## config.mk

```make
export PLATFORM = sky130hd
export DESIGN_NAME = multi_cycle_ctrl
export DESIGN_NICKNAME = d
export VERILOG_FILES = /design/src/rtl/multi_cycle_ctrl.sv
export SDC_FILE = /design/constraint.sdc
export NUM_CORES = 1
export LEC_CHECK = 0
export ABC_AREA = 0
export ABC_CLOCK_PERIOD_IN_PS = 6200
export CAP_MARGIN = 25
export CORE_ASPECT_RATIO = 0.5
export CORE_UTILIZATION = 52
export CTS_BUF_LIST = sky130_fd_sc_hd__clkbuf_4
export CTS_CLUSTER_DIAMETER = 40
export CTS_CLUSTER_SIZE = 10
export DETAILED_ROUTE_END_ITERATION = 10
export HOLD_SLACK_MARGIN = 0.1
export PLACE_DENSITY = 0.88
export SYNTH_ARGS = -nofsm -noshare
export SYNTH_HDL_FRONTEND = slang
export SYNTH_SLANG_ARGS = --single-unit
export TNS_END_PERCENT = 100
```

## constraint.sdc

```tcl
create_clock -name clock -period 6.2 [get_ports clock]
set_input_delay 1.24 -clock clock [delete_from_list [all_inputs] [get_ports clock]]
set_output_delay 1.24 -clock clock [all_outputs]
set_load 0.02 [all_outputs]
```

## src/rtl/multi_cycle_ctrl.sv

```systemverilog
// Main control FSM for the multi-cycle MIPS-subset datapath: sequences shared
// PC/IR/ALU/memory/register-file resources one state per enabled step.
module multi_cycle_ctrl #(
  parameter int unsigned CNT_W = 16
) (
  input  logic             clock,
  input  logic             reset,
  input  logic             step_en,
  input  logic [5:0]       opcode,
  input  logic             zero,
  output logic             pc_write,
  output logic             iord,
  output logic             mem_write,
  output logic             ir_write,
  output logic             reg_dst,
  output logic             mem_to_reg,
  output logic             reg_write,
  output logic             alu_src_a,
  output logic [1:0]       alu_src_b,
  output logic [1:0]       alu_op,
  output logic [1:0]       pc_source,
  output logic [3:0]       state,
  output logic             instr_done,
  output logic             illegal,
  output logic [4:0]       type_led,
  output logic [CNT_W-1:0] retired,
  output logic [CNT_W-1:0] cycles
);

  localparam logic [5:0] OP_RTYPE = 6'b000000;
  localparam logic [5:0] OP_LW    = 6'b100011;
  localparam logic [5:0] OP_SW    = 6'b101011;
  localparam logic [5:0] OP_BEQ   = 6'b000100;
  localparam logic [5:0] OP_J     = 6'b000010;

  typedef enum logic [3:0] {
    S_FETCH    = 4'd0,
    S_DECODE   = 4'd1,
    S_MEM_ADDR = 4'd2,
    S_MEM_RD   = 4'd3,
    S_LW_WB    = 4'd4,
    S_MEM_WR   = 4'd5,
    S_R_EXEC   = 4'd6,
    S_R_WB     = 4'd7,
    S_BEQ      = 4'd8,
    S_JMP      = 4'd9
  } state_e;

  state_e           state_q, state_d;
  logic [CNT_W-1:0] retired_q, retired_d;
  logic [CNT_W-1:0] cycles_q, cycles_d;
  logic             illegal_q, illegal_d;
  logic [4:0]       type_led_q, type_led_d;
  logic             done_q, done_d;

  logic [4:0] type_dec;
  logic       op_legal;
  logic       final_st;
  logic       pcw_uncond, pcw_cond, irw_m, memw_m, regw_m;

  // Opcode class as {R,LW,SW,BEQ,J}; all-zero marks an unknown opcode.
  always_comb begin
    type_dec = 5'b00000;
    case (opcode)
      OP_RTYPE: type_dec = 5'b10000;
      OP_LW:    type_dec = 5'b01000;
      OP_SW:    type_dec = 5'b00100;
      OP_BEQ:   type_dec = 5'b00010;
      OP_J:     type_dec = 5'b00001;
      default:  type_dec = 5'b00000;
    endcase
  end

  assign op_legal = |type_dec;
  assign final_st = (state_q == S_LW_WB) || (state_q == S_MEM_WR) ||
                    (state_q == S_R_WB)  || (state_q == S_BEQ)    ||
                    (state_q == S_JMP);

  // Next-state: moves only on enabled steps; unreachable codes recover to FETCH.
  always_comb begin
    state_d = state_q;
    if (step_en) begin
      case (state_q)
        S_FETCH:  state_d = S_DECODE;
        S_DECODE: begin
          if (type_dec[3] || type_dec[2]) state_d = S_MEM_ADDR;
          else if (type_dec[4])           state_d = S_R_EXEC;
          else if (type_dec[1])           state_d = S_BEQ;
          else if (type_dec[0])           state_d = S_JMP;
          else                            state_d = S_FETCH;
        end
        S_MEM_ADDR: state_d = (opcode == OP_SW) ? S_MEM_WR : S_MEM_RD;
        S_MEM_RD:   state_d = S_LW_WB;
        S_R_EXEC:   state_d = S_R_WB;
        default:    state_d = S_FETCH;
      endcase
    end
  end

  // Bookkeeping next values: counters, sticky illegal flag, type LEDs, done pulse.
  always_comb begin
    cycles_d   = cycles_q;
    retired_d  = retired_q;
    illegal_d  = illegal_q;
    type_led_d = type_led_q;
    done_d     = step_en && final_st;
    if (step_en) begin
      cycles_d = cycles_q + CNT_W'(1);
      if (final_st) retired_d = retired_q + CNT_W'(1);
      if (state_q == S_DECODE) begin
        type_led_d = type_dec;
        if (!op_legal) illegal_d = 1'b1;
      end
    end
  end

  always_ff @(posedge clock or posedge reset) begin
    if (reset) begin
      state_q    <= S_FETCH;
      retired_q  <= '0;
      cycles_q   <= '0;
      illegal_q  <= 1'b0;
      type_led_q <= 5'b00000;
      done_q     <= 1'b0;
    end else begin
      state_q    <= state_d;
      retired_q  <= retired_d;
      cycles_q   <= cycles_d;
      illegal_q  <= illegal_d;
      type_led_q <= type_led_d;
      done_q     <= done_d;
    end
  end

  // Moore decode of datapath controls from the registered state.
  always_comb begin
    pcw_uncond = 1'b0;
    pcw_cond   = 1'b0;
    irw_m      = 1'b0;
    memw_m     = 1'b0;
    regw_m     = 1'b0;
    iord       = 1'b0;
    reg_dst    = 1'b0;
    mem_to_reg = 1'b0;
    alu_src_a  = 1'b0;
    alu_src_b  = 2'b00;
    alu_op     = 2'b00;
    pc_source  = 2'b00;
    case (state_q)
      S_FETCH: begin
        irw_m      = 1'b1;
        pcw_uncond = 1'b1;
        alu_src_b  = 2'b01;
      end
      S_DECODE:   alu_src_b = 2'b11;
      S_MEM_ADDR: begin
        alu_src_a = 1'b1;
        alu_src_b = 2'b10;
      end
      S_MEM_RD:   iord = 1'b1;
      S_LW_WB: begin
        mem_to_reg = 1'b1;
        regw_m     = 1'b1;
      end
      S_MEM_WR: begin
        iord   = 1'b1;
        memw_m = 1'b1;
      end
      S_R_EXEC: begin
        alu_src_a = 1'b1;
        alu_op    = 2'b10;
      end
      S_R_WB: begin
        reg_dst = 1'b1;
        regw_m  = 1'b1;
      end
      S_BEQ: begin
        alu_src_a = 1'b1;
        alu_op    = 2'b01;
        pc_source = 2'b01;
        pcw_cond  = 1'b1;
      end
      S_JMP: begin
        pc_source  = 2'b10;
        pcw_uncond = 1'b1;
      end
      default: ;
    endcase
  end

  // Write strobes fire once per step and never while reset is held.
  assign pc_write  = step_en && !reset && (pcw_uncond || (pcw_cond && zero));
  assign ir_write  = step_en && !reset && irw_m;
  assign mem_write = step_en && !reset && memw_m;
  assign reg_write = step_en && !reset && regw_m;

  assign state      = state_q;
  assign instr_done = done_q;
  assign illegal    = illegal_q;
  assign type_led   = type_led_q;
  assign retired    = retired_q;
  assign cycles     = cycles_q;

endmodule

```

==> results.sh, run 1 <==
export IMPL_top_usage_layer="met2"
export IMPL_crit_cells=5
export IMPL_die_h_um=47.61
export IMPL_hpwl_um=3469
export IMPL_fillCellCount=293
export IMPL_ir_drop_mv=0.1560
export IMPL_routedWlPerCell_um=14.21
export IMPL_worstPathArrival_ns=3.35
export IMPL_grt_overflow=0
export IMPL_hold_class="reg -> reg"
export IMPL_yosysSeqAreaShare_pct=49.74
export IMPL_dieArea_um2=4438
export IMPL_fin_crit_sh_pct=74.08
export IMPL_cpPeakStageDelay_ns=0.84
export IMPL_syn_cell_area_um2=2163
export IMPL_drc_errors=2
export IMPL_power_density_nw_per_um2=265.5
export IMPL_drive_gt1_share_pct=5.415
export IMPL_ys_ff_latch=43
export IMPL_worstRegToRegCells=4
export IMPL_grt_pass1_vias=1612
export IMPL_vias=1781
export IMPL_ant_nets=0
export IMPL_numPortBuffers=66
export IMPL_crit_required_ns=4.96
export IMPL_io_pins=67
export IMPL_synth_fp_nets=221
export IMPL_routed_wl_um=4704
export IMPL_yosys_warnings=0
export IMPL_row_count=16
export IMPL_worstSetupStartpointType="input pin"
export IMPL_cts_resized_gates=0
export IMPL_p_leak_uw=0.001251
export IMPL_numCtsBuffers=5
export IMPL_tritoncts="yes"
export IMPL_use_met3_pct=5.397
export IMPL_cp_max_fo=17
export IMPL_path_buf_inv=2
export IMPL_synth_cells=209
export IMPL_clock_latency_ns=0.34
export IMPL_grt_max_degree=33
export IMPL_min_delay_path_depth=1
export IMPL_viasPerCell=5.381
export IMPL_rsz0062_at_grt="false"
export IMPL_relSlewSlack_pct=53.47
export IMPL_clockBufferDepth=2
export IMPL_hold_ws_ns=0.4856
export IMPL_clk_pin_slew_ns=0.12
export IMPL_finalHoldViolations=0
export IMPL_final_cell_mix="clkdlybuf4s50_1, dfrtp_1, nand2_1"
export IMPL_setup_viol=0
export IMPL_core_area_um2=3944
export IMPL_worstMarginPinSlew_ns=0.6974
export IMPL_fin_crit_ns=4.593
export IMPL_n_antenna_cell=0
export IMPL_cts_sinks=43
export IMPL_maxCapViolCount=0
export IMPL_crit_top_cell="clkdlybuf4s50_1"
export IMPL_start_util_pct=54.85
export IMPL_antenna_found_initial=0
export IMPL_seq_area_um2=1076
export IMPL_violations="design-rule violations"
export IMPL_finClkSkew_ns=0.006793
export IMPL_final_common_cell="clkdlybuf4s50_1"
export IMPL_drtPass1Iterations=7
export IMPL_track_usage_pct=22.45
export IMPL_grtUsageMet1_pct=29.31
export IMPL_status="finished with violations"
export IMPL_worst_setup_path_end_kind="primary output"
export IMPL_die_x_um=93.22
export IMPL_cp_cell_sequence="clkdlybuf4s50_1, nor2b_1, nand3_1, nor3b_1, clkdlybuf4s50_1"
export IMPL_cp_top_family="buffers and inverters"
export IMPL_gr_usage_met2_pct=40.29
export IMPL_layout_nets=288
export IMPL_finalPower_uw=771.0
export IMPL_synth_cell_types=40
export IMPL_cp_slowest_cell="clkdlybuf4s50_1"
export IMPL_htree_num_levels=2
export IMPL_dp_cells=323
export IMPL_hold_buffers=0
export IMPL_clock_fmax_mhz=217.7
export IMPL_worstSetupPathType="in -> out"
export IMPL_finalWeightedCongestion=0.7917
export IMPL_fin_cells=331
export IMPL_multi_input_area_um2=1008
export IMPL_drtIter0Drc=80
export IMPL_cts_setup_buffers=0
export IMPL_area_growth_pct=34.24
export IMPL_drv_slew=0
export IMPL_grt_pass1_wl_um=7507
export IMPL_clockRootBuffer="clkbuf_4"
export IMPL_postSynthAreaPerCell_um2=10.35
export IMPL_tns_ns=0
-- synth_stat cells --
cell type,instances,area (µm²)
buf_4,3,22.52
nor3b_1,2,15.01
nand4_1,8,50.05
inv_1,7,26.28
a41o_1,1,10.01
a31o_1,1,8.760
a2bb2oi_2,1,15.01
xor2_1,17,148.9
a22o_1,1,8.760
nor2_1,13,48.80
nor3_2,2,20.02
o221ai_1,1,8.760
ha_1,2,25.02
nor3_1,14,70.07
o21ai_1,1,5.000
nand2_1,18,67.56
or4_4,1,11.26
a31oi_1,1,6.260
a21o_1,1,7.510
dfrtp_1,43,1076
a211oi_1,1,7.510
nor3b_2,1,12.51
nand3b_1,2,15.01
and2_1,1,6.260
o31ai_1,1,7.510
buf_6,2,22.52
o211ai_1,3,22.52
and4_1,3,26.28
nand2b_1,6,37.54
nand3_1,12,60.06
mux2_2,1,11.26
mux2_1,3,33.78
clkbuf_1,2,7.510
and3_1,4,25.02
o21ai_0,3,15.01
xnor2_1,15,131.4
a21oi_1,2,10.01
nor2b_1,3,18.77
nor4_1,5,31.28
mux2i_1,1,10.01
-- worst reg2reg max path: stages, from the launching register on --
cell and delay, ns:
dfrtp_1 0.62, nor2b_1 0.33, a2bb2oi_2 0.59, nor2_1 0.20, mux2_1 0.36
-- logic make-up (layout without fill, tap and decap cells) --
group | Yosys count | after routing | synth area share, %
buffers and inverters | 14 | 82 | 3.644
adders and majority gates | 2 | 2 | 1.157
xor gates and xnor gates | 32 | 32 | 12.96
and+or+nand+nor | 95 | 95 | 23.83
AOI/OAI and AO/OA | 18 | 18 | 6.131
DFF | 43 | 43 | 49.74
muxes | 5 | 5 | 2.545
-- path summary, 6_finish.rpt --
kind / to / start / slack (ns)
min: retired[15]$_DFFE_PP0P_ / retired[15]$_DFFE_PP0P_ / 0.49
max in group asynchronous: retired[8]$_DFFE_PP0P_ / reset / 4.32
min reg2reg: retired[15]$_DFFE_PP0P_ / retired[15]$_DFFE_PP0P_ / 0.49
max reg2reg: retired[1]$_DFFE_PP0P_ / state[1]$_DFFE_PP0P_ / 4.00
min in group asynchronous: state[3]$_DFFE_PP0P_ / reset / 1.15
max: reg_write / step_en / 1.61
-- flip-flops by register name, summed over array words and instances (netlist names) --
name,cells
instr_done,1
illegal,1
type_led,5
state,4
cycles,16
retired,16
-- through the flow --
step	instance area, µm²	worst slack [ns]	util, %
after CTS	2904	1.605	73.64
after global routing	2904	1.474	73.64
after global placement	2846	1.667	72.18
final	2904	1.607	73.64
after detailed placement	2846	1.619	72.18
after floorplan	2163	2.003	-
-- metal layers --
| layer | wire length [µm] | vias up |
|---|---|---|
| li1 | - | 871 |
| met1 | 2203 | 876 |
| met2 | 2371 | 34 |
| met3 | 129 | 0 |
| met4 | 0 | 0 |
| met5 | 0 | - |
-- layout make-up --
cell class | count | share of cell area [%]
inverter | 7 | 0.9048
tap | 54 | 2.327
multi-input combinational | 152 | 34.73
sequential | 43 | 37.05
clock buffer | 6 | 1.551
timing repair buffer | 67 | 23.01
clock inverter | 2 | 0.4308
-- power by group --
part	total [µW]	internal, µW	switching, µW	leakage [µW]
clock network	138	48.3	89.7	0.0000317
registers	374	318	55.7	0.000573
logic	259	125	134	0.000646
total	771	492	279	0.00125
(Power assumes the default switching activity.)
==> run 2: changes to the inputs <==
- ABC_CLOCK_PERIOD_IN_PS: 6200 -> 4100
- CORE_UTILIZATION: 52 -> 43
- PLACE_DENSITY: 0.88 -> 0.78
- clock period: 6.2 -> 4.1 ns (I/O delays scaled with it)
==> results.sh, run 2 (synthesized netlist as in run 1, its figures left out) <==
export IMPL_area_growth_pct=36.15
export IMPL_clock_fmax_mhz=293.9
export IMPL_final_cell_mix="clkdlybuf4s50_1, dfrtp_1, nand2_1"
export IMPL_power_density_nw_per_um2=411.9
export IMPL_numPortBuffers=66
export IMPL_hold_ws_ns=0.4780
export IMPL_cts_setup_buffers=0
export IMPL_gr_usage_met2_pct=33.89
export IMPL_worstPathArrival_ns=2.58
export IMPL_tritoncts="yes"
export IMPL_io_pins=67
export IMPL_worstSetupStartpointType="input pin"
export IMPL_finalHoldViolations=0
export IMPL_start_util_pct=46.87
export IMPL_finalWeightedCongestion=0.7717
export IMPL_die_x_um=102.3
export IMPL_drtIter0Drc=79
export IMPL_grt_overflow=0
export IMPL_dieArea_um2=5336
export IMPL_htree_num_levels=2
export IMPL_hold_class="reg -> reg"
export IMPL_hpwl_um=3594
export IMPL_tns_ns=0
export IMPL_die_h_um=52.16
export IMPL_drv_slew=0
export IMPL_maxCapViolCount=0
export IMPL_routedWlPerCell_um=13.95
export IMPL_crit_required_ns=3.28
export IMPL_fin_crit_ns=3.403
export IMPL_drtPass1Iterations=4
export IMPL_numCtsBuffers=5
export IMPL_n_antenna_cell=0
export IMPL_row_count=17
export IMPL_clock_latency_ns=0.35
export IMPL_use_met3_pct=4.570
export IMPL_ir_drop_mv=0.1984
export IMPL_finalPower_uw=1213
export IMPL_final_common_cell="clkdlybuf4s50_1"
export IMPL_setup_viol=0
export IMPL_antenna_found_initial=0
export IMPL_status="finished, final reports clean"
export IMPL_clockRootBuffer="clkbuf_4"
export IMPL_top_usage_layer="met2"
export IMPL_cp_max_fo=4
export IMPL_finClkSkew_ns=0.009311
export IMPL_track_usage_pct=20.25
export IMPL_relSlewSlack_pct=53.43
export IMPL_rsz0062_at_grt="false"
export IMPL_grt_pass1_wl_um=8238
export IMPL_clockBufferDepth=2
export IMPL_drive_gt1_share_pct=5.396
export IMPL_viasPerCell=5.212
export IMPL_layout_nets=289
export IMPL_hold_buffers=0
export IMPL_fin_crit_sh_pct=83.00
export IMPL_grt_max_degree=34
export IMPL_drc_errors=0
export IMPL_cts_sinks=43
export IMPL_grtUsageMet1_pct=26.63
export IMPL_worst_setup_path_end_kind="primary output"
export IMPL_cts_resized_gates=0
export IMPL_worstMarginPinSlew_ns=0.6980
export IMPL_p_leak_uw=0.001267
export IMPL_worstSetupPathType="in -> out"
export IMPL_clk_pin_slew_ns=0.12
export IMPL_grt_pass1_vias=1778
export IMPL_core_area_um2=4616
export IMPL_routed_wl_um=4798
export IMPL_vias=1793
export IMPL_ant_nets=0
==> run 2: cell types whose count changed in the layout (fill, tap and decap cells not counted) <==
cell and delta:
buf_4 +1, bufinv_16 +1, clkbuf_4 -1, clkinv_1 +1, clkinvlp_4 -1
==> run 2: layout make-up <==
type	instances	area [µm²]
Multi-Input combinational cell	152	1008
Clock buffer	5	37.54
Tap cell	66	82.58
Sequential cell	43	1076
Inverter	7	26.28
Clock inverter	3	38.79
Fill cell	391	1670
Timing Repair Buffer	68	675.6
==> run 2: power breakdown <==
group          total, µW  internal (µW)  switching (µW)  leakage (µW)
clock network        260            126             134     0.0000426
logic                392            189             203      0.000651
registers            562            481            80.7      0.000573
==> run 2: worst paths after layout <==
check,slack [ns],startpoint,cells past startpoint,endpoint
worst max-delay path,0.70,step_en,5,reg_write
worst min-delay path,0.48,retired[15]$_DFFE_PP0P_,1,retired[15]$_DFFE_PP0P_
worst max register to register,1.90,state[1]$_DFFE_PP0P_,4,retired[1]$_DFFE_PP0P_
worst min register to register,0.48,retired[15]$_DFFE_PP0P_,1,retired[15]$_DFFE_PP0P_
max in group asynchronous,2.66,reset,3,instr_done$_DFF_PP0_
min in group asynchronous,0.72,reset,2,state[2]$_DFFE_PP0P_
==> run 2: critical path: stages <==
cell,delay [ns]
clkdlybuf4s50_1,0.48
nor2b_1,0.28
nand3_1,0.16
nor3b_1,0.22
clkdlybuf4s50_1,0.63
==> run 2: metal layers <==
layer / part of all wire (%) / vias to the layer above
li1: - / 867
met1: 47 / 881
met2: 49 / 40
met3: 3.9 / 5
met4: 0.77 / 0
met5: 0 / -
==> run 2: stage by stage <==
stage,util (%),cell area [µm²],std cells,worst slack (ns)
after CTS,63.81,2945,344,0.6905
after global placement,62.16,2869,336,0.7361
after global routing,63.81,2945,344,0.5660
after floorplan,-,2163,209,0.7428
final,63.81,2945,344,0.6971
after detailed placement,62.16,2869,336,0.6902
==> run 3: changes to the inputs <==
- ABC_CLOCK_PERIOD_IN_PS: 4100 -> 2900
- clock period: 4.1 -> 2.9 ns (I/O delays scaled with it)
==> results.sh, run 3 (synthesized netlist as in run 1, its figures left out) <==
export IMPL_worstPathArrival_ns=2.24
export IMPL_clock_fmax_mhz=354.5
export IMPL_clk_pin_slew_ns=0.13
export IMPL_viasPerCell=5.213
export IMPL_tritoncts="yes"
export IMPL_worst_setup_path_end_kind="primary output"
export IMPL_grt_pass1_vias=1746
export IMPL_track_usage_pct=20.90
export IMPL_p_leak_uw=0.001295
export IMPL_finalInstanceArea_um2=2999
export IMPL_routedWlPerCell_um=14.30
export IMPL_finalWeightedCongestion=0.7842
export IMPL_hold_class="reg -> reg"
export IMPL_drtPass1Iterations=4
export IMPL_power_density_nw_per_um2=616.0
export IMPL_vias=1809
export IMPL_fin_util_pct=64.98
export IMPL_r2r_setup_slack_ns=0.97
export IMPL_row_count=17
export IMPL_cp_top_family="buffers and inverters"
export IMPL_crit_required_ns=2.32
export IMPL_cp_slowest_cell="clkdlybuf4s50_1"
export IMPL_grt_max_degree=40
export IMPL_ir_drop_mv=0.2443
export IMPL_worstRegToRegCells=5
export IMPL_crit_cells=5
export IMPL_numCtsBuffers=5
export IMPL_relSlewSlack_pct=67.54
export IMPL_worstSetupStartpointType="input pin"
export IMPL_post_dp_cell_area_um2=2892
export IMPL_hpwl_um=3636
export IMPL_path_buf_inv=2
export IMPL_cp_max_fo=2
export IMPL_antenna_found_initial=0
export IMPL_layout_nets=292
export IMPL_die_h_um=52.16
export IMPL_min_delay_path_depth=1
export IMPL_crit_top_cell="clkdlybuf4s50_1"
export IMPL_n_antenna_cell=0
export IMPL_fin_crit_ns=2.821
export IMPL_worstMarginPinSlew_ns=0.4869
export IMPL_ant_nets=0
export IMPL_r2r_end="retired[1]$_DFFE_PP0P_"
export IMPL_drv_slew=0
export IMPL_drc_errors=0
export IMPL_finalHoldViolations=0
export IMPL_routed_wl_um=4961
export IMPL_maxCapViolCount=0
export IMPL_io_pins=67
export IMPL_die_x_um=102.3
export IMPL_cpPeakStageDelay_ns=0.63
export IMPL_rsz0062_at_grt="false"
export IMPL_dieArea_um2=5336
export IMPL_grt_overflow=0
export IMPL_status="finished, final reports clean"
export IMPL_rr_startpoint="state[3]$_DFFE_PP0P_"
export IMPL_core_area_um2=4616
export IMPL_worstSetupPathType="in -> out"
export IMPL_setup_viol=0
export IMPL_tns_ns=0
export IMPL_numPortBuffers=66
export IMPL_fin_crit_sh_pct=97.28
export IMPL_clockBufferDepth=2
export IMPL_clockRootBuffer="clkbuf_4"
export IMPL_htree_num_levels=2
export IMPL_grt_pass1_wl_um=8252
export IMPL_holdPathEnd="cycles[15]$_DFFE_PP0P_"
export IMPL_finClkSkew_ns=0.01439
export IMPL_drtIter0Drc=68
export IMPL_dp_cells=339
export IMPL_cp_cell_sequence="clkdlybuf4s50_1, nor2b_1, nand3_1, nor3b_1, clkdlybuf4s50_1"
export IMPL_drive_gt1_share_pct=7.117
export IMPL_final_common_cell="clkdlybuf4s50_1"
export IMPL_clock_latency_ns=0.37
export IMPL_fin_cells=347
export IMPL_area_growth_pct=38.64
export IMPL_start_util_pct=46.87
export IMPL_cts_sinks=43
export IMPL_critPathLaunch="step_en"
export IMPL_final_cell_mix="clkdlybuf4s50_1, dfrtp_1, nand2_1"
export IMPL_min_from="cycles[15]$_DFFE_PP0P_"
-- run 3: metal layers --
metal  wire (µm)  global-route usage [%]  vias to the layer above  share of wire, %
li1            -                       -                      874                 -
met1        2242                   27.02                      873                45
met2        2407                   34.34                       55                49
met3         250                   5.914                        7               5.0
met4          60                   6.429                        0               1.2
met5           0                       0                        -                 0
-- run 3: worst max path at each step --
stage / to / slack [ns]
floorplan: reg_write / 0.02
global placement: reg_write / 0.11
detailed placement: reg_write / 0.1
CTS: reg_write / 0.09
global route: reg_write / 0.002
finish: reg_write / 0.08
-- run 3: where the power goes --
group / switching, µW / internal [µW] / total [µW] / leakage, µW
clock: 200 / 278 / 478 / 0.0000559
sequential: 121 / 680 / 801 / 0.000573
combinational: 293 / 276 / 569 / 0.000665
-- run 3: cell type report --
cell class / count / area, µm²
Clock buffer: 6 / 45.04
Clock inverter: 2 / 60.06
Fill cell: 393 / 1617
Inverter: 7 / 26.28
Multi-Input combinational cell: 152 / 1011
Sequential cell: 43 / 1076
Tap cell: 66 / 82.58
Timing Repair Buffer: 71 / 698.2
-- run 3: stage by stage --
step | total power, µW | setup slack (ns) | hold slack [ns]
2_1_floorplan | 1100 | 0.02285 | 0.5654
3_3_place_gp | 1345 | 0.1084 | 0.4574
3_5_place_dp | 1375 | 0.09578 | 0.4571
4_1_cts | 1851 | 0.09273 | 0.4835
5_1_grt | 1939 | 0.001571 | 0.4918
6_report | 1848 | 0.07887 | 0.4769
-- run 3: repair_timing --
action,CTS,global route
hold buffers,0,0
setup endpoints to repair,0,1
setup buffers,0,0
gates resized for setup,0,1
